$ cat src/rtl/sn74169_pkg.sv
// Shared encodings for the SN74169 counter controller: command opcodes,
// controller state codes and the 4-bit wrap-around step used by the shadow.
package sn74169_pkg;

    localparam logic [1:0] OP_LOAD = 2'b00;
    localparam logic [1:0] OP_UP   = 2'b01;
    localparam logic [1:0] OP_DOWN = 2'b10;
    localparam logic [1:0] OP_HOLD = 2'b11;

    localparam logic [1:0] ST_IDLE = 2'b00;
    localparam logic [1:0] ST_LOAD = 2'b01;
    localparam logic [1:0] ST_RUN  = 2'b10;

    // Mirrors one enabled clock of the 74169: modulo-16 in either direction.
    function automatic logic [3:0] step4(input logic [3:0] value, input logic up);
        return up ? value + 4'd1 : value - 4'd1;
    endfunction

endpackage

$ cat src/rtl/sn74169_shadow.sv
// Shadow copy of the external 74169: follows the registered control pins and
// predicts the counter value (EXP) and its terminal-count output (TC).
module sn74169_shadow
    import sn74169_pkg::*;
(
    input  logic       CLK,
    input  logic       RSTB,
    input  logic       LOADB,
    input  logic       ENPB,
    input  logic       ENTB,
    input  logic       U_DB,
    input  logic [3:0] A,
    output logic [3:0] EXP,
    output logic       TC,
    output logic       exp_valid
);

    // Load has priority over counting, exactly as on the real part.
    always_ff @(posedge CLK) begin
        if (!RSTB) begin
            EXP       <= 4'd0;
            exp_valid <= 1'b0;
        end else if (!LOADB) begin
            EXP       <= A;
            exp_valid <= 1'b1;
        end else if (!ENPB && !ENTB) begin
            EXP <= step4(EXP, U_DB);
        end
    end

    assign TC = !ENTB && (U_DB ? (EXP == 4'hF) : (EXP == 4'h0));

endmodule

$ cat src/rtl/sn74169_ctrl.sv
// Command-driven controller for an SN74169 4-bit up/down counter, with a
// shadow model of the counter and a sticky read-back mismatch flag.
module sn74169_ctrl
    import sn74169_pkg::*;
#(
    parameter int LEN_W = 8
) (
    input  logic             CLK,
    input  logic             RSTB,
    input  logic             CMD_VALID,
    output logic             CMD_READY,
    input  logic [1:0]       CMD_OP,
    input  logic [3:0]       CMD_DATA,
    input  logic [LEN_W-1:0] CMD_LEN,
    output logic [3:0]       A,
    output logic             LOADB,
    output logic             ENPB,
    output logic             ENTB,
    output logic             U_DB,
    input  logic [3:0]       Q,
    output logic             DONE,
    output logic [3:0]       EXP,
    output logic             TC,
    output logic             MISMATCH
);

    localparam logic [LEN_W-1:0] LEN_ONE  = LEN_W'(1);
    localparam logic [LEN_W-1:0] LEN_ZERO = '0;

    logic [1:0]       state;
    logic [LEN_W-1:0] cycles_left;
    logic             exp_valid;
    logic             load_accept;

    assign CMD_READY   = (state == ST_IDLE);
    assign load_accept = CMD_VALID && CMD_READY && (CMD_OP == OP_LOAD);

    // A zero-length command still occupies one RUN cycle, just with enables off.
    always_ff @(posedge CLK) begin
        if (!RSTB) begin
            state       <= ST_IDLE;
            cycles_left <= LEN_ZERO;
            A           <= 4'd0;
            LOADB       <= 1'b1;
            ENPB        <= 1'b1;
            ENTB        <= 1'b1;
            U_DB        <= 1'b1;
            DONE        <= 1'b0;
        end else begin
            DONE <= 1'b0;
            case (state)
                ST_IDLE: begin
                    if (CMD_VALID) begin
                        if (CMD_OP == OP_LOAD) begin
                            state <= ST_LOAD;
                            A     <= CMD_DATA;
                            LOADB <= 1'b0;
                        end else begin
                            state <= ST_RUN;
                            if (CMD_LEN == LEN_ZERO) begin
                                cycles_left <= LEN_ONE;
                            end else begin
                                cycles_left <= CMD_LEN;
                                if (CMD_OP != OP_HOLD) begin
                                    ENPB <= 1'b0;
                                    ENTB <= 1'b0;
                                    U_DB <= (CMD_OP == OP_UP);
                                end
                            end
                        end
                    end
                end
                ST_LOAD: begin
                    state <= ST_IDLE;
                    LOADB <= 1'b1;
                    DONE  <= 1'b1;
                end
                ST_RUN: begin
                    if (cycles_left == LEN_ONE) begin
                        state       <= ST_IDLE;
                        cycles_left <= LEN_ZERO;
                        ENPB        <= 1'b1;
                        ENTB        <= 1'b1;
                        DONE        <= 1'b1;
                    end else begin
                        cycles_left <= cycles_left - LEN_ONE;
                    end
                end
                default: begin
                    state <= ST_IDLE;
                    LOADB <= 1'b1;
                    ENPB  <= 1'b1;
                    ENTB  <= 1'b1;
                end
            endcase
        end
    end

    // A fresh mismatch outranks the clear that an accepted LOAD would cause.
    always_ff @(posedge CLK) begin
        if (!RSTB) begin
            MISMATCH <= 1'b0;
        end else if (exp_valid && (Q != EXP)) begin
            MISMATCH <= 1'b1;
        end else if (load_accept) begin
            MISMATCH <= 1'b0;
        end
    end

    sn74169_shadow u_shadow (
        .CLK       (CLK),
        .RSTB      (RSTB),
        .LOADB     (LOADB),
        .ENPB      (ENPB),
        .ENTB      (ENTB),
        .U_DB      (U_DB),
        .A         (A),
        .EXP       (EXP),
        .TC        (TC),
        .exp_valid (exp_valid)
    );

endmodule

$ cat config.mk
export PLATFORM = sky130hd
export DESIGN_NAME = sn74169_ctrl
export DESIGN_NICKNAME = d
export VERILOG_FILES = /design/src/rtl/sn74169_pkg.sv /design/src/rtl/sn74169_shadow.sv /design/src/rtl/sn74169_ctrl.sv
export SDC_FILE = /design/constraint.sdc
export NUM_CORES = 1
export LEC_CHECK = 0
export BUFFER_PORTS_ARGS = -buffer_cell sky130_fd_sc_hd__clkbuf_2
export CAP_MARGIN = 25
export CORE_ASPECT_RATIO = 0.7
export CORE_MARGIN = 2
export CORE_UTILIZATION = 56
export CTS_BUF_LIST = sky130_fd_sc_hd__clkbuf_8 sky130_fd_sc_hd__clkbuf_16
export DETAILED_ROUTE_END_ITERATION = 16
export MAX_ROUTING_LAYER = met4
export PLACE_DENSITY = 0.83
export SETUP_SLACK_MARGIN = 0.4
export SLEW_MARGIN = 20
export SYNTH_ARGS = -nofsm -noshare
export SYNTH_HDL_FRONTEND = slang
export SYNTH_SLANG_ARGS = --single-unit
export TNS_END_PERCENT = 50
$ cat constraint.sdc
create_clock -name CLK -period 2.7 [get_ports CLK]
set_input_delay 0.27 -clock CLK [delete_from_list [all_inputs] [get_ports CLK]]
set_output_delay 0.27 -clock CLK [all_outputs]
set_load 0.1 [all_outputs]
==> run_results.csv, run 1 <==
group,metric,value,unit
setup_path,crit_arrival,1.91,ns
route,dr_total_vias,1448,
clock_tree,cts.sink_count,24,
logic_synthesis,netlist_area,1483,um2
grt,antenna_found_initial,0,
route,drt_iter0_markers,105,
sta,hold_viol_final,0,
sta,setup_tns,0,ns
grt,grt_first_pass_wirelength,6078,um
logic_synthesis,yosysWarnings,0,
clock_tree,clk_path_buf_depth,2,
cells_and_area,drive_gt1_frac,0.2222,
logic_synthesis,async_reset_ff_frac,0,
die,die_w,65.50,um
route,antenna_left,0,
logic_synthesis,postSynthCellCount,176,
clock_tree,cts-root-buf,"clkbuf_8",
die,core_area,2496,um2
die,num_rows,15,
logic_synthesis,synth_edf_count,0,
setup_path,crit_fanout,7,
sta,min_period_over_period,0.8091,
logic_synthesis,syn_nets,205,
min_path,hold_class,"primary input to flip-flop",
clock_tree,hold_buffers,0,
grt,grt_pass1_vias,1343,
placement,place.port_buffers,36,
logic_synthesis,synth_seq_cells,24,
clock_tree,ctsResizeCount,0,
logic_synthesis,syn_avg_cell_area,8.424,um2
setup_path,crit_slowest_cell,"or4_1",
sta,slew_viol_final,0,
route,wl_per_cell,15.51,um
logic_synthesis,ys_seq_area_frac,0.3241,
power,p_per_area,658.3,nW/um2
sta,relSlewSlack,0.6119,
clock_tree,clock_latency,0.27,ns
sta,whs,0.2591,ns
cells_and_area,nets,237,
sta,fin_crit,2.185,ns
route,viasPerCell,6.008,
route,drc,0,
die,initial_core_util,0.5940,
clock_tree,htree_levels,1,
clock_tree,path_clk_slew,0.08,ns
setup_path,crit_path_cell_trace,"or4_1 -> nor2_1 -> a31oi_1 -> nor2_4 -> buf_2",
power,ir_worst_vdd,353.9,uV
setup_path,crit_path_start_kind,"flip-flop",
clock_tree,cts_tree,"done",
placement,place_hpwl,2824,um
grt,grt_usage,0.2751,
job,maxCapViolCount,0,
cells_and_area,n_antenna_cell,0,
die,dieArea,3082,um2
sta,max_freq,457.7,MHz
logic_synthesis,synth_top_flop_cell,"dfxtp_1",
setup_path,endpoint_kind,"output port",
setup_path,r2r_slack,0.65,ns
setup_path,worstSetupPathType,"flip-flop to output port",
power,p_leak,0.0008087,uW
sta,setup_viol,0,
setup_path,max_stage_delay,0.56,ns
sta,skew,0.004347,ns
route,finalWirelength,3739,um
grt,grt_max_degree,28,
sta,rsz0062_at_grt,"no",
setup_path,crit_required,2.43,ns
die,fp.dieH,47.05,um
clock_tree,cts_setup_buffers,0,
status,status,"complete, no violations",
sta,tightest_slew,0.5790,ns
placement,gp_congestion,0.9296,
die,ios,37,
clock_tree,cts_made_buffers,3,
logic_synthesis,ys_types,48,
grt,grt_overflow,0,
route,first_pass_iters,4,
cells_and_area,area_growth,17.38,%
[layout make-up]
cell class / instances / area (um2)
Inverter: 13 / 48.80
Sequential cell: 24 / 481.7
Multi-Input combinational cell: 130 / 915.9
Tap cell: 34 / 42.54
Fill cell: 191 / 755.7
Clock inverter: 1 / 30.03
Clock buffer: 3 / 41.29
Timing Repair Buffer: 36 / 180.2
[final timing paths]
check,start,endpoint,cells past startpoint
max,u_shadow.EXP[1],TC,5
min,CMD_DATA[1],A[1],3
max reg2reg,cycles_left[1],ENTB,6
min reg2reg,u_shadow.exp_valid,u_shadow.exp_valid,2
[placed cells by master (no fill, tap or decap), drive strengths merged, types with 7 or more instances in the layout]
cell / netlist / routed
nand2: 20 / 20
clkbuf: 7 / 38
mux2i: 7 / 7
ha: 7 / 7
dfxtp: 24 / 24
a21oi: 11 / 11
nor2b: 7 / 7
o21ai: 8 / 8
inv: 13 / 13
[through the flow]
step	worst slack (ns)	util	instance area (um2)	power, uW	std cells
floorplan	0.3913	-	1491	750.4	176
global placement	0.7648	0.6687	1669	814.7	237
detailed placement	0.6764	0.6687	1669	829.3	237
CTS	0.4802	0.6972	1740	1148	241
global route	0.4118	0.6972	1740	1202	241
finish	0.5154	0.6972	1740	1146	241
[critical path, delay by kind of cell, from the launching register on]
| kind | cells | cell delay, ns |
|---|---|---|
| simple gates | 3 | 0.75 |
| buf+inv | 1 | 0.42 |
| compound gates | 1 | 0.07 |
| flops | 1 | 0.39 |
[power by group]
group / switching (uW) / internal (uW)
Clock: 119 / 198
Combinational: 278 / 119
Sequential: 47.2 / 385
Total: 444 / 702
[flip-flops by register name (all words and copies together) (netlist names)]
signal	cells
DONE	1
MISMATCH	1
u_shadow.exp_valid	1
state	2
U_DB	1
LOADB	1
cycles_left	8
ENTB	1
A	4
u_shadow.EXP	4
[cell usage after synthesis, types with 3 or more instances]
| cell type | instances | area, um2 |
|---|---|---|
| a21boi_0 | 4 | 30.03 |
| nor2_1 | 6 | 22.52 |
| o22ai_1 | 6 | 37.54 |
| inv_1 | 13 | 48.80 |
| xor2_1 | 4 | 35.03 |
| or4_1 | 4 | 30.03 |
| nor2b_1 | 7 | 43.79 |
| a31oi_1 | 3 | 18.77 |
| dfxtp_1 | 24 | 480.5 |
| a21oi_1 | 11 | 55.05 |
| clkbuf_1 | 7 | 26.28 |
| o21ai_0 | 8 | 40.04 |
| ha_1 | 7 | 87.58 |
| mux2i_1 | 7 | 70.07 |
| o211a_1 | 4 | 40.04 |
| nand2_1 | 20 | 75.07 |
[routing by layer]
layer	vias up	track usage	wire length, um
met5	-	-	0
li1	705	-	-
met3	9	0.05995	279
met4	0	0.06667	52
met2	61	0.4633	1741
met1	673	0.3451	1665
[logic make-up after synthesis]
| family | Yosys count | synth area share |
|---|---|---|
| buffers and inverters | 22 | 0.06330 |
| adders and majority gates | 8 | 0.07257 |
| and+or+nand+nor | 55 | 0.2000 |
| DFF | 24 | 0.3241 |
| xor gates and xnor gates | 6 | 0.03544 |
| muxes | 7 | 0.04726 |
| AOI/OAI and AO/OA | 54 | 0.2574 |
Power figures use the tool's default switching activity.
==> inputs of run 2 (changes only) <==
--- a/config.mk
+++ b/config.mk
@@ -5,15 +5,16 @@
 export SDC_FILE = /design/constraint.sdc
 export NUM_CORES = 1
 export LEC_CHECK = 0
+export ABC_AREA = 1
 export BUFFER_PORTS_ARGS = -buffer_cell sky130_fd_sc_hd__clkbuf_2
 export CAP_MARGIN = 25
 export CORE_ASPECT_RATIO = 0.7
 export CORE_MARGIN = 2
-export CORE_UTILIZATION = 56
+export CORE_UTILIZATION = 52
 export CTS_BUF_LIST = sky130_fd_sc_hd__clkbuf_8 sky130_fd_sc_hd__clkbuf_16
 export DETAILED_ROUTE_END_ITERATION = 16
 export MAX_ROUTING_LAYER = met4
-export PLACE_DENSITY = 0.83
+export PLACE_DENSITY = 0.78
 export SETUP_SLACK_MARGIN = 0.4
 export SLEW_MARGIN = 20
 export SYNTH_ARGS = -nofsm -noshare
==> constraint.sdc (replaced) <==
create_clock -name CLK -period 2.1 [get_ports CLK]
set_input_delay 0.21 -clock CLK [delete_from_list [all_inputs] [get_ports CLK]]
set_output_delay 0.21 -clock CLK [all_outputs]
set_load 0.1 [all_outputs]
==> run 2 against run 1 <==
Effect of this change: non-clock buffer count unchanged; die area rose by 5.3%; global-route usage down 5.4 points; synthesized cell count is 24% higher; critical path type unchanged; critical path depth decreased by 1; critical endpoint unchanged.
==> run_results.csv, run 2 <==
group,metric,value,unit
die,die_w,67.23,um
clock_tree,hold_buffers,0,
logic_synthesis,synth_edf_count,0,
placement,place_hpwl,2577,um
sta,rsz0062_at_grt,"no",
sta,setup_tns,0,ns
setup_path,max_stage_delay,0.37,ns
setup_path,worst_path_dominant_cell_family,"flip-flops",
logic_synthesis,postSynthCellCount,219,
cells_and_area,area_growth,20.89,%
placement,place.port_buffers,36,
power,p_per_area,812.7,nW/um2
cells_and_area,largestRegisters,"cycles_left: 8 flops, A: 4 flops, u_shadow.EXP: 4 flops",
placement,gp_congestion,0.8400,
die,initial_core_util,0.5345,
logic_synthesis,syn_avg_cell_area,6.645,um2
logic_synthesis,yosys.area.top_type,"dfxtp_1",
cells_and_area,layout_common_cells,"nand2_1, nor2_1, clkbuf_2",
route,antenna_left,0,
cells_and_area,fillers,281,
sta,whs,0.1934,ns
setup_path,crit_fanout,5,
logic_synthesis,ys_types,24,
clock_tree,htree_levels,1,
clock_tree,cts-root-buf,"clkbuf_8",
logic_synthesis,netlist_area,1455,um2
logic_synthesis,synth.mux.area_fraction,0,
cells_and_area,drive_gt1_frac,0.2179,
grt,antenna_found_initial,0,
clock_tree,cts_made_buffers,3,
cells_and_area,largest_reg_flops,8,
logic_synthesis,synth-simple-area-share,0.3138,
grt,busiest_layer,"met1",
logic_synthesis,synth_xor_area_frac,0.04213,
route,viasPerCell,4.945,
sta,relSlewSlack,0.6409,
sta,min_period_over_period,0.7734,
route,finalWirelength,3194,um
sta,fin_crit,1.624,ns
logic_synthesis,ys_seq_area_frac,0.3302,
power,ir_worst_vdd,457.7,uV
sta,slew_viol_final,0,
die,core_area,2723,um2
clock_tree,cts_setup_buffers,0,
cells_and_area,nets,287,
grt,grt_max_degree,19,
route,drc,0,
setup_path,crit_buf_inv,1,
logic_synthesis,ys_top_cells_by_area,"dfxtp_1, nand2_1, nor2_1",
die,fp.dieH,48.26,um
grt,met1_usage,0.3173,
logic_synthesis,synth_common_cells,"nand2_1, nor2_1, dfxtp_1, inv_1, a21oi_1",
setup_path,crit_path_start_kind,"flip-flop",
logic_synthesis,yosysMostFrequentCell,"nand2_1",
setup_path,crit_arrival,1.41,ns
setup_path,crit_slowest_cell,"dfxtp_4",
setup_path,crit_path_cell_trace,"nor2_1 -> nand3_1 -> a21oi_4 -> buf_4",
cells_and_area,n_antenna_cell,0,
route,wl_per_cell,10.90,um
grt,met3_usage,0.04619,
logic_synthesis,synth_seq_cells,24,
sta,tightest_slew,0.5409,ns
grt,grt_first_pass_wirelength,5071,um
power,p_leak,0.0008950,uW
sta,max_freq,615.7,MHz
clock_tree,ctsResizeCount,1,
clock_tree,cts.sink_count,24,
clock_tree,clock_latency,0.27,ns
die,ios,37,
job,maxCapViolCount,0,
cells_and_area,final_common_cell,"nand2_1",
logic_synthesis,synth_compound_area_frac,0.1565,
setup_path,endpoint_kind,"output port",
grt,grt_usage,0.2209,
grt,grt_pass1_vias,1142,
die,dieArea,3244,um2
logic_synthesis,async_reset_ff_frac,0,
logic_synthesis,synth_top_family_by_area,"simple AND/OR/NAND/NOR gates",
setup_path,crit_required,1.89,ns
sta,setup_viol,0,
route,dr_total_vias,1449,
grt,use_met2,0.3109,
logic_synthesis,yosysWarnings,0,
setup_path,r2r_slack,0.62,ns
clock_tree,clk_path_buf_depth,2,
clock_tree,path_clk_slew,0.08,ns
logic_synthesis,synthAdderAreaFrac,0.07395,
power,p_total,1430,uW
grt,grt_overflow,0,
setup_path,worstSetupPathType,"flip-flop to output port",
logic_synthesis,synth_top_area_share,0.3302,
die,num_rows,16,
cells_and_area,top_register,"cycles_left",
route,drt_iter0_markers,53,
logic_synthesis,synth_top_flop_cell,"dfxtp_1",
status,status,"complete, no violations",
route,first_pass_iters,4,
clock_tree,cts_tree,"done",
sta,skew,0.01094,ns
sta,hold_viol_final,0,
logic_synthesis,syn_nets,248,
min_path,hold_class,"primary input to flip-flop",
==> run 2: power breakdown <==
part	switching, uW	internal [uW]
combinational	439	160
clock	135	131
sequential	58.8	506
total	633	796
==> run 2: kinds of logic (layout without fill, tap and decap cells) <==
family	Yosys count	count (layout)
xor gates and xnor gates	7	7
buffers and inverters	30	68
and+or+nand+nor	107	107
DFF	24	24
AOI/OAI and AO/OA	43	43
adders and majority gates	8	8
==> run 2: metal layers <==
layer | part of all wire | up-vias
li1 | - | 791
met1 | 0.54 | 622
met2 | 0.40 | 31
met3 | 0.044 | 5
met4 | 0.012 | 0
met5 | 0 | -
==> run 2: final cells by class <==
| type | instances | area [um2] | area share |
|---|---|---|---|
| Sequential cell | 24 | 499.2 | 0.2838 |
| Tap cell | 36 | 45.04 | 0.02560 |
| Timing Repair Buffer | 36 | 182.7 | 0.1038 |
| Clock inverter | 1 | 3.754 | 0.002134 |
| Clock buffer | 3 | 41.29 | 0.02347 |
| Multi-Input combinational cell | 165 | 877.1 | 0.4986 |
| Inverter | 28 | 110.1 | 0.06259 |
==> run 2: path summary, 6_finish.rpt <==
path	from	endpoint	cells past startpoint
hold reg to reg	MISMATCH	MISMATCH	2
setup / recovery	U_DB	TC	4
hold / removal	CMD_DATA[1]	A[1]	3
setup reg to reg	state[0]	cycles_left[3]	6
==> run 2: through the flow <==
step,instances,utilization,setup WS [ns],cell area (um2)
floorplan,219,-,0.4165,1498
global placement,289,0.6287,0.6544,1712
detailed placement,289,0.6287,0.6090,1712
CTS,293,0.6461,0.4339,1759
global route,293,0.6461,0.4130,1759
finish,293,0.6461,0.4758,1759
==> run 2: worst reg2reg max path, stage by stage (launching register included) <==
cell and delay [ns]:
dfxtp_1 0.33, inv_1 0.12, ha_1 0.29, inv_2 0.14
nor2_2 0.28, o21ai_1 0.13, a21oi_1 0.15
